$ cat config.mk
export PLATFORM = sky130hd
export DESIGN_NAME = i2c_clk_generation
export DESIGN_NICKNAME = d
export VERILOG_FILES = /design/src/rtl/i2c_clk_generation.sv
export SDC_FILE = /design/constraint.sdc
export NUM_CORES = 1
export LEC_CHECK = 0
export BUFFER_PORTS_ARGS = -buffer_cell sky130_fd_sc_hd__buf_2
export CELL_PAD_IN_SITES_DETAIL_PLACEMENT = 1
export CELL_PAD_IN_SITES_GLOBAL_PLACEMENT = 2
export CORE_MARGIN = 2
export CORE_UTILIZATION = 32
export DETAILED_ROUTE_END_ITERATION = 10
export PLACE_DENSITY = 0.71
export RECOVER_POWER = 25
export SYNTH_ARGS = -nofsm -noshare
export SYNTH_HDL_FRONTEND = slang
export SYNTH_SLANG_ARGS = --single-unit
export TNS_END_PERCENT = 50
$ cat constraint.sdc
create_clock -name clk -period 1.75 [get_ports clk]
set_input_delay 0.175 -clock clk [delete_from_list [all_inputs] [get_ports clk]]
set_output_delay 0.175 -clock clk [all_outputs]
set_load 0.1 [all_outputs]
$ cat src/rtl/i2c_clk_generation.sv
// I2C SCL generator: divides clk into a 50/50 SCL waveform with
// edge and mid-phase strobes, hold/finish modes and clock stretching.
module i2c_clk_generation #(
  parameter int CLK_DIV = 250
) (
  input  logic       clk,
  input  logic       reset_n,
  input  logic [1:0] clk_status,
  input  logic       scl_in,
  output logic       scl_out,
  output logic       scl_fall,
  output logic       scl_rise,
  output logic       mid_low,
  output logic       mid_high,
  output logic       busy
);

  localparam int HALF = CLK_DIV / 2;
  localparam int CW   = $clog2(CLK_DIV);

  typedef logic [CW-1:0] cnt_t;

  localparam cnt_t C_HALF = cnt_t'(HALF);
  localparam cnt_t C_LAST = cnt_t'(CLK_DIV - 1);
  localparam cnt_t C_ML   = cnt_t'(HALF / 2);
  localparam cnt_t C_MH   = cnt_t'(HALF + HALF / 2);
  localparam cnt_t C_STR  = cnt_t'(HALF + 1);
  localparam cnt_t C_ONE  = cnt_t'(1);

  localparam logic [1:0] CS_IDLE = 2'b00;
  localparam logic [1:0] CS_HOLD = 2'b01;
  localparam logic [1:0] CS_RUN  = 2'b10;
  localparam logic [1:0] CS_FIN  = 2'b11;

  typedef enum logic [1:0] {
    S_IDLE,
    S_RUN,
    S_HOLD,
    S_FIN
  } state_t;

  state_t r_state;
  state_t w_state_n;
  cnt_t   r_cnt;
  cnt_t   w_cnt_n;
  cnt_t   w_cnt_inc;
  logic   r_scl;
  logic   w_scl_n;
  logic   r_fall;
  logic   w_fall_n;
  logic   r_rise;
  logic   w_rise_n;
  logic   r_ml;
  logic   w_ml_n;
  logic   r_mh;
  logic   w_mh_n;
  logic   r_sync1;
  logic   r_sync2;
  logic   w_stall;

  always_ff @(posedge clk or negedge reset_n) begin
    if (!reset_n) begin
      r_sync1 <= 1'b1;
      r_sync2 <= 1'b1;
    end else begin
      r_sync1 <= scl_in;
      r_sync2 <= r_sync1;
    end
  end

  // The slave may hold SCL low just after we release it.
  assign w_stall   = r_scl && (r_cnt == C_STR) && !r_sync2;
  assign w_cnt_inc = (r_cnt == C_LAST) ? '0 : r_cnt + C_ONE;

  always_comb begin
    w_state_n = r_state;
    w_cnt_n   = r_cnt;
    w_scl_n   = r_scl;
    w_fall_n  = 1'b0;
    w_rise_n  = 1'b0;
    w_ml_n    = 1'b0;
    w_mh_n    = 1'b0;
    unique case (r_state)
      S_IDLE: begin
        w_cnt_n = '0;
        w_scl_n = 1'b1;
        if (clk_status == CS_RUN) begin
          w_state_n = S_RUN;
          w_scl_n   = 1'b0;
          w_fall_n  = 1'b1;
        end else if (clk_status == CS_HOLD) begin
          w_state_n = S_HOLD;
          w_scl_n   = 1'b0;
          w_fall_n  = 1'b1;
        end
      end
      S_HOLD: begin
        w_scl_n = 1'b0;
        if (clk_status == CS_RUN) begin
          w_state_n = S_RUN;
          w_cnt_n   = '0;
        end else if (clk_status != CS_HOLD) begin
          w_state_n = S_IDLE;
          w_cnt_n   = '0;
          w_scl_n   = 1'b1;
          w_rise_n  = 1'b1;
        end
      end
      default: begin
        unique case (clk_status)
          CS_IDLE: begin
            w_state_n = S_IDLE;
            w_cnt_n   = '0;
            w_scl_n   = 1'b1;
            w_rise_n  = !r_scl;
          end
          CS_HOLD: begin
            w_state_n = S_HOLD;
            w_scl_n   = 1'b0;
            w_fall_n  = r_scl;
          end
          default: begin
            w_state_n = (clk_status == CS_FIN) ? S_FIN : S_RUN;
            if (!w_stall) begin
              if (clk_status == CS_FIN && r_cnt == C_LAST) begin
                w_state_n = S_IDLE;
                w_cnt_n   = '0;
                w_scl_n   = 1'b1;
              end else begin
                w_cnt_n  = w_cnt_inc;
                w_scl_n  = (w_cnt_inc >= C_HALF);
                w_fall_n = (w_cnt_inc == '0);
                w_rise_n = (w_cnt_inc == C_HALF);
                w_ml_n   = (w_cnt_inc == C_ML);
                w_mh_n   = (w_cnt_inc == C_MH);
              end
            end
          end
        endcase
      end
    endcase
  end

  always_ff @(posedge clk or negedge reset_n) begin
    if (!reset_n) begin
      r_state <= S_IDLE;
      r_cnt   <= '0;
      r_scl   <= 1'b1;
      r_fall  <= 1'b0;
      r_rise  <= 1'b0;
      r_ml    <= 1'b0;
      r_mh    <= 1'b0;
    end else begin
      r_state <= w_state_n;
      r_cnt   <= w_cnt_n;
      r_scl   <= w_scl_n;
      r_fall  <= w_fall_n;
      r_rise  <= w_rise_n;
      r_ml    <= w_ml_n;
      r_mh    <= w_mh_n;
    end
  end

  assign scl_out  = r_scl;
  assign scl_fall = r_fall;
  assign scl_rise = r_rise;
  assign mid_low  = r_ml;
  assign mid_high = r_mh;
  assign busy     = (r_state == S_RUN) || (r_state == S_FIN);

endmodule

==> reports/results.txt <==
Worst hold path type -> in -> reg
Syn Std Cell Area -> 1319 sq um
Total I/O pin count -> 11
Cells traversed along the worst timing path -> buf_4 -> ha_2 -> nand2_1 -> o32a_1 -> o31ai_2
Number of sinks handled by clock tree synthesis -> 17
Largest net degree at the start of global routing -> 18
Average size of a mapped cell -> 8.400 sq um
TritonCTS clock tree -> yes
Instance count of the mapped netlist -> 157
Row count -> 23
Synthesized net count -> 170
Leading post-synthesis cells by cell area -> dfrtp_1, ha_1, dfstp_2
I/O Buffers -> 10
Proportion of register bits with asynchronous set or reset after synthesis -> 100.0%
Fin crit share -> 100.0%
Net total in the final layout -> 210
Comb power frac -> 45.6%
Maximum clock path buffer count -> 2
Max-slew headroom -> 30.69%
Switch share -> 43.64%
Core area -> 3971 sq um
Final min period -> 1751 ps
Portion of total power attributed to the clock network -> 21.6%
First-pass GRT wire length -> 6831 microns
Type of element launching the critical path -> register
Final number of hold-violating endpoints -> 0
Sequential share of power -> 32.9%
GRT Resource Usage Total -> 20.32%
Number of synthesized register bits -> 17
Launching point of the worst reg2reg path -> r_cnt[1]$_DFFE_PN0P_
Internal power contribution -> 0.8453 mW
Start-to-end type of the worst setup path -> reg -> reg
# DRC -> 0
Worst voltage drop across the vdd grid -> 0.0005256 V
Largest fanout of any net on the critical path -> 5
EDFF count, synth -> 0
FF-to-FF End -> scl_fall$_DFF_PN0_
Clock transition time at the flip-flop clock pins of the worst setup and hold paths -> 90 ps
Die extent in y -> 68.20 microns
Cell taking the most area after synthesis -> dfrtp_1
Status -> finished with violations
Setup repair after global routing missed its margin -> true
Die span in x -> 68.20 microns
Distinct cells, synth -> 47
Data required, critical path -> 1910 ps
Hold_ws -> 329.9 ps
Top cells by count, synth -> nand2_1, dfrtp_1, nor2_1
Layout Area Growth over Synthesis -> 34.44%
Most frequent cell after synthesis -> nand2_1
DP Worst Slack -> -36.75 ps
Initial antenna violation count -> 0
Initial core utilization -> 33.21%
Reg2reg setup slack -> -0.5 ps
Max_cap viols -> 0
Number of DRC violations after detailed-routing iteration 0 -> 31
Number of warnings printed during yosys synthesis -> 0
Power density cells -> 846.0 nW/um^2
Total number of vias -> 1,324
Sum of routed wire length over all layers -> 4286 microns
Final global-route overflow total -> 0
Final Wtd Congestion -> 0.8231
Source-to-sink clock delay at the later pin of the worst-skew pair -> 270 ps
Final setup violation count -> 1
Power dissipated by switching net loads -> 0.6546 mW
R2R cell count -> 5
Die ar. -> 4651 sq um
H-tree Lvls -> 1
Slew of the pin with the lowest slew margin -> 1040 ps
Antenna-violating nets left -> 0
Clock tree skew after final layout -> 13.85 ps
Max-slew violation count -> 0
Proportion of netlist area held by the largest area contributor -> 26.57%
Data arrival time of the critical path -> 1910 ps
Number of CTS-inserted buffers -> 3
Fraction of final layout cells with drive strength greater than 1 -> 37.24%
Cell with the largest stage delay on the worst path -> dfrtp_1
DP HPWL -> 3246 microns
Kind of capture point of the worst setup path -> register
Count of inserted antenna diode cells -> 0
Detail-routed net length per standard cell -> 17.42 microns
Clock root buffer master -> clkbuf_8
Worst setup path end -> scl_fall$_DFF_PN0_
Via/cell ratio -> 5.382
Number of global-route vias before repair -> 1,328
Largest stage delay, worst path -> 400 ps
Leak pwr -> 0.7610 nW
Critical path origin -> r_cnt[1]$_DFFE_PN0P_
Sequential cell area fraction in the yosys report -> 32.54%
Highest achievable clock rate -> 0.5713 GHz
Commonest register cell after synthesis -> dfrtp_1
Post-route worst setup slack -> -0.5298 ps
Initial DRT Pass Iterations -> 4
Failing checks -> setup timing
==> registers in the layout, indices dropped and copies added, names as in the netlist <==
name      cells
r_cnt         8
r_state       2
mid_high      1
mid_low       1
r_sync1       1
r_sync2       1
scl_fall      1
scl_out       1
scl_rise      1
==> worst min path at each step <==
stage	start	to	slack, ps	cells after the start
2_1_floorplan	reset_n	mid_high$_DFF_PN0_	-120	0
3_3_place_gp	reset_n	r_state[1]$_DFFE_PN0P_	130	1
3_5_place_dp	reset_n	r_state[1]$_DFFE_PN0P_	140	1
4_1_cts	clk_status[1]	r_state[1]$_DFFE_PN0P_	330	3
5_1_grt	clk_status[1]	r_state[1]$_DFFE_PN0P_	360	3
6_report	clk_status[1]	r_state[1]$_DFFE_PN0P_	330	3
==> critical path, delay by kind of cell (launching register included) <==
family | cells | cell delay, ps
simple gates | 1 | 100
fa+ha+maj | 1 | 350
compound gates | 2 | 630
buf+inv | 1 | 160
flops | 1 | 400
==> repair_timing <==
item / 4_1_cts / 5_1_grt
setup endpoints to repair: 4 / 13
pin swaps: 4 / 9
resized for setup: 6 / 13
hold endpoints to repair: 15 / 0
buffers inserted: 2 / 3
hold buffers: 2 / 0
==> logic make-up after synthesis <==
group                      after synthesis  synth area share (%)
AOI/OAI and AO/OA                       52                 27.61
buffers and inverters                   20                 6.640
adders and majority gates                8                 7.590
xor gates and xnor gates                 2                 1.329
DFF                                     17                 32.54
and+or+nand+nor                         58                 24.29
==> power groups by stage <==
stage	logic, mW	clock network (mW)	registers (mW)
after floorplan	0.268	0	0.643
after global placement	0.628	0	0.496
after detailed placement	0.631	0	0.499
after CTS	0.652	0.333	0.492
after global routing	0.725	0.352	0.502
final	0.683	0.323	0.493
==> per-stage QoR <==
step | total power, mW | utilization [%] | setup TNS, ps | instances | cell area, sq um
floorplan | 0.9115 | - | -86.14 | 157 | 1334
global placement | 1.124 | 40.55 | -28.05 | 235 | 1610
detailed placement | 1.129 | 40.55 | -37.76 | 235 | 1610
CTS | 1.478 | 43.13 | -4.353 | 243 | 1713
global route | 1.579 | 44.64 | -293.1 | 246 | 1773
finish | 1.500 | 44.64 | -0.5298 | 246 | 1773
==> metal layers <==
metal / GRT usage, % / up-vias / share of wire [%]
met4: 4.500 / 0 / 1.1
li1: - / 651 / -
met2: 34.71 / 12 / 49
met1: 26.65 / 657 / 47
met5: 0 / - / 0
met3: 3.618 / 4 / 1.9
==> final cells by class <==
| cell class | count | area, sq um |
|---|---|---|
| fill | 472 | 2198 |
| multi-input combinational | 120 | 863.3 |
| sequential | 17 | 436.7 |
| timing repair buffer | 46 | 327.8 |
| tap | 50 | 62.56 |
| clock buffer | 3 | 41.29 |
| inverter | 9 | 33.78 |
| clock inverter | 1 | 7.507 |
==> cell usage in the layout (no fill, tap or decap), types with 2 or more instances in the layout <==
| cell | count |
|---|---|
| buf_4 | 33 |
| buf_2 | 9 |
| inv_1 | 9 |
| a21oi_2 | 3 |
| dfrtp_1 | 11 |
| nand3_1 | 6 |
| xnor2_1 | 2 |
| clkbuf_8 | 3 |
| a31oi_1 | 4 |
| dfstp_2 | 2 |
| ha_2 | 2 |
| nand2_1 | 15 |
| nor2_1 | 13 |
| o2111ai_1 | 3 |
| nand2b_1 | 4 |
| nor3_1 | 3 |
| nand4_1 | 4 |
| a22o_1 | 3 |
| and3_1 | 2 |
| o32a_1 | 2 |
| a21o_1 | 2 |
| o21ai_1 | 5 |
| a21oi_1 | 10 |
| o21bai_1 | 2 |
| ha_1 | 5 |
| dfrtp_2 | 3 |
| dlygate4sd3_1 | 2 |
| o21ai_0 | 6 |
No activity file was read; power rests on OpenSTA's default activity.
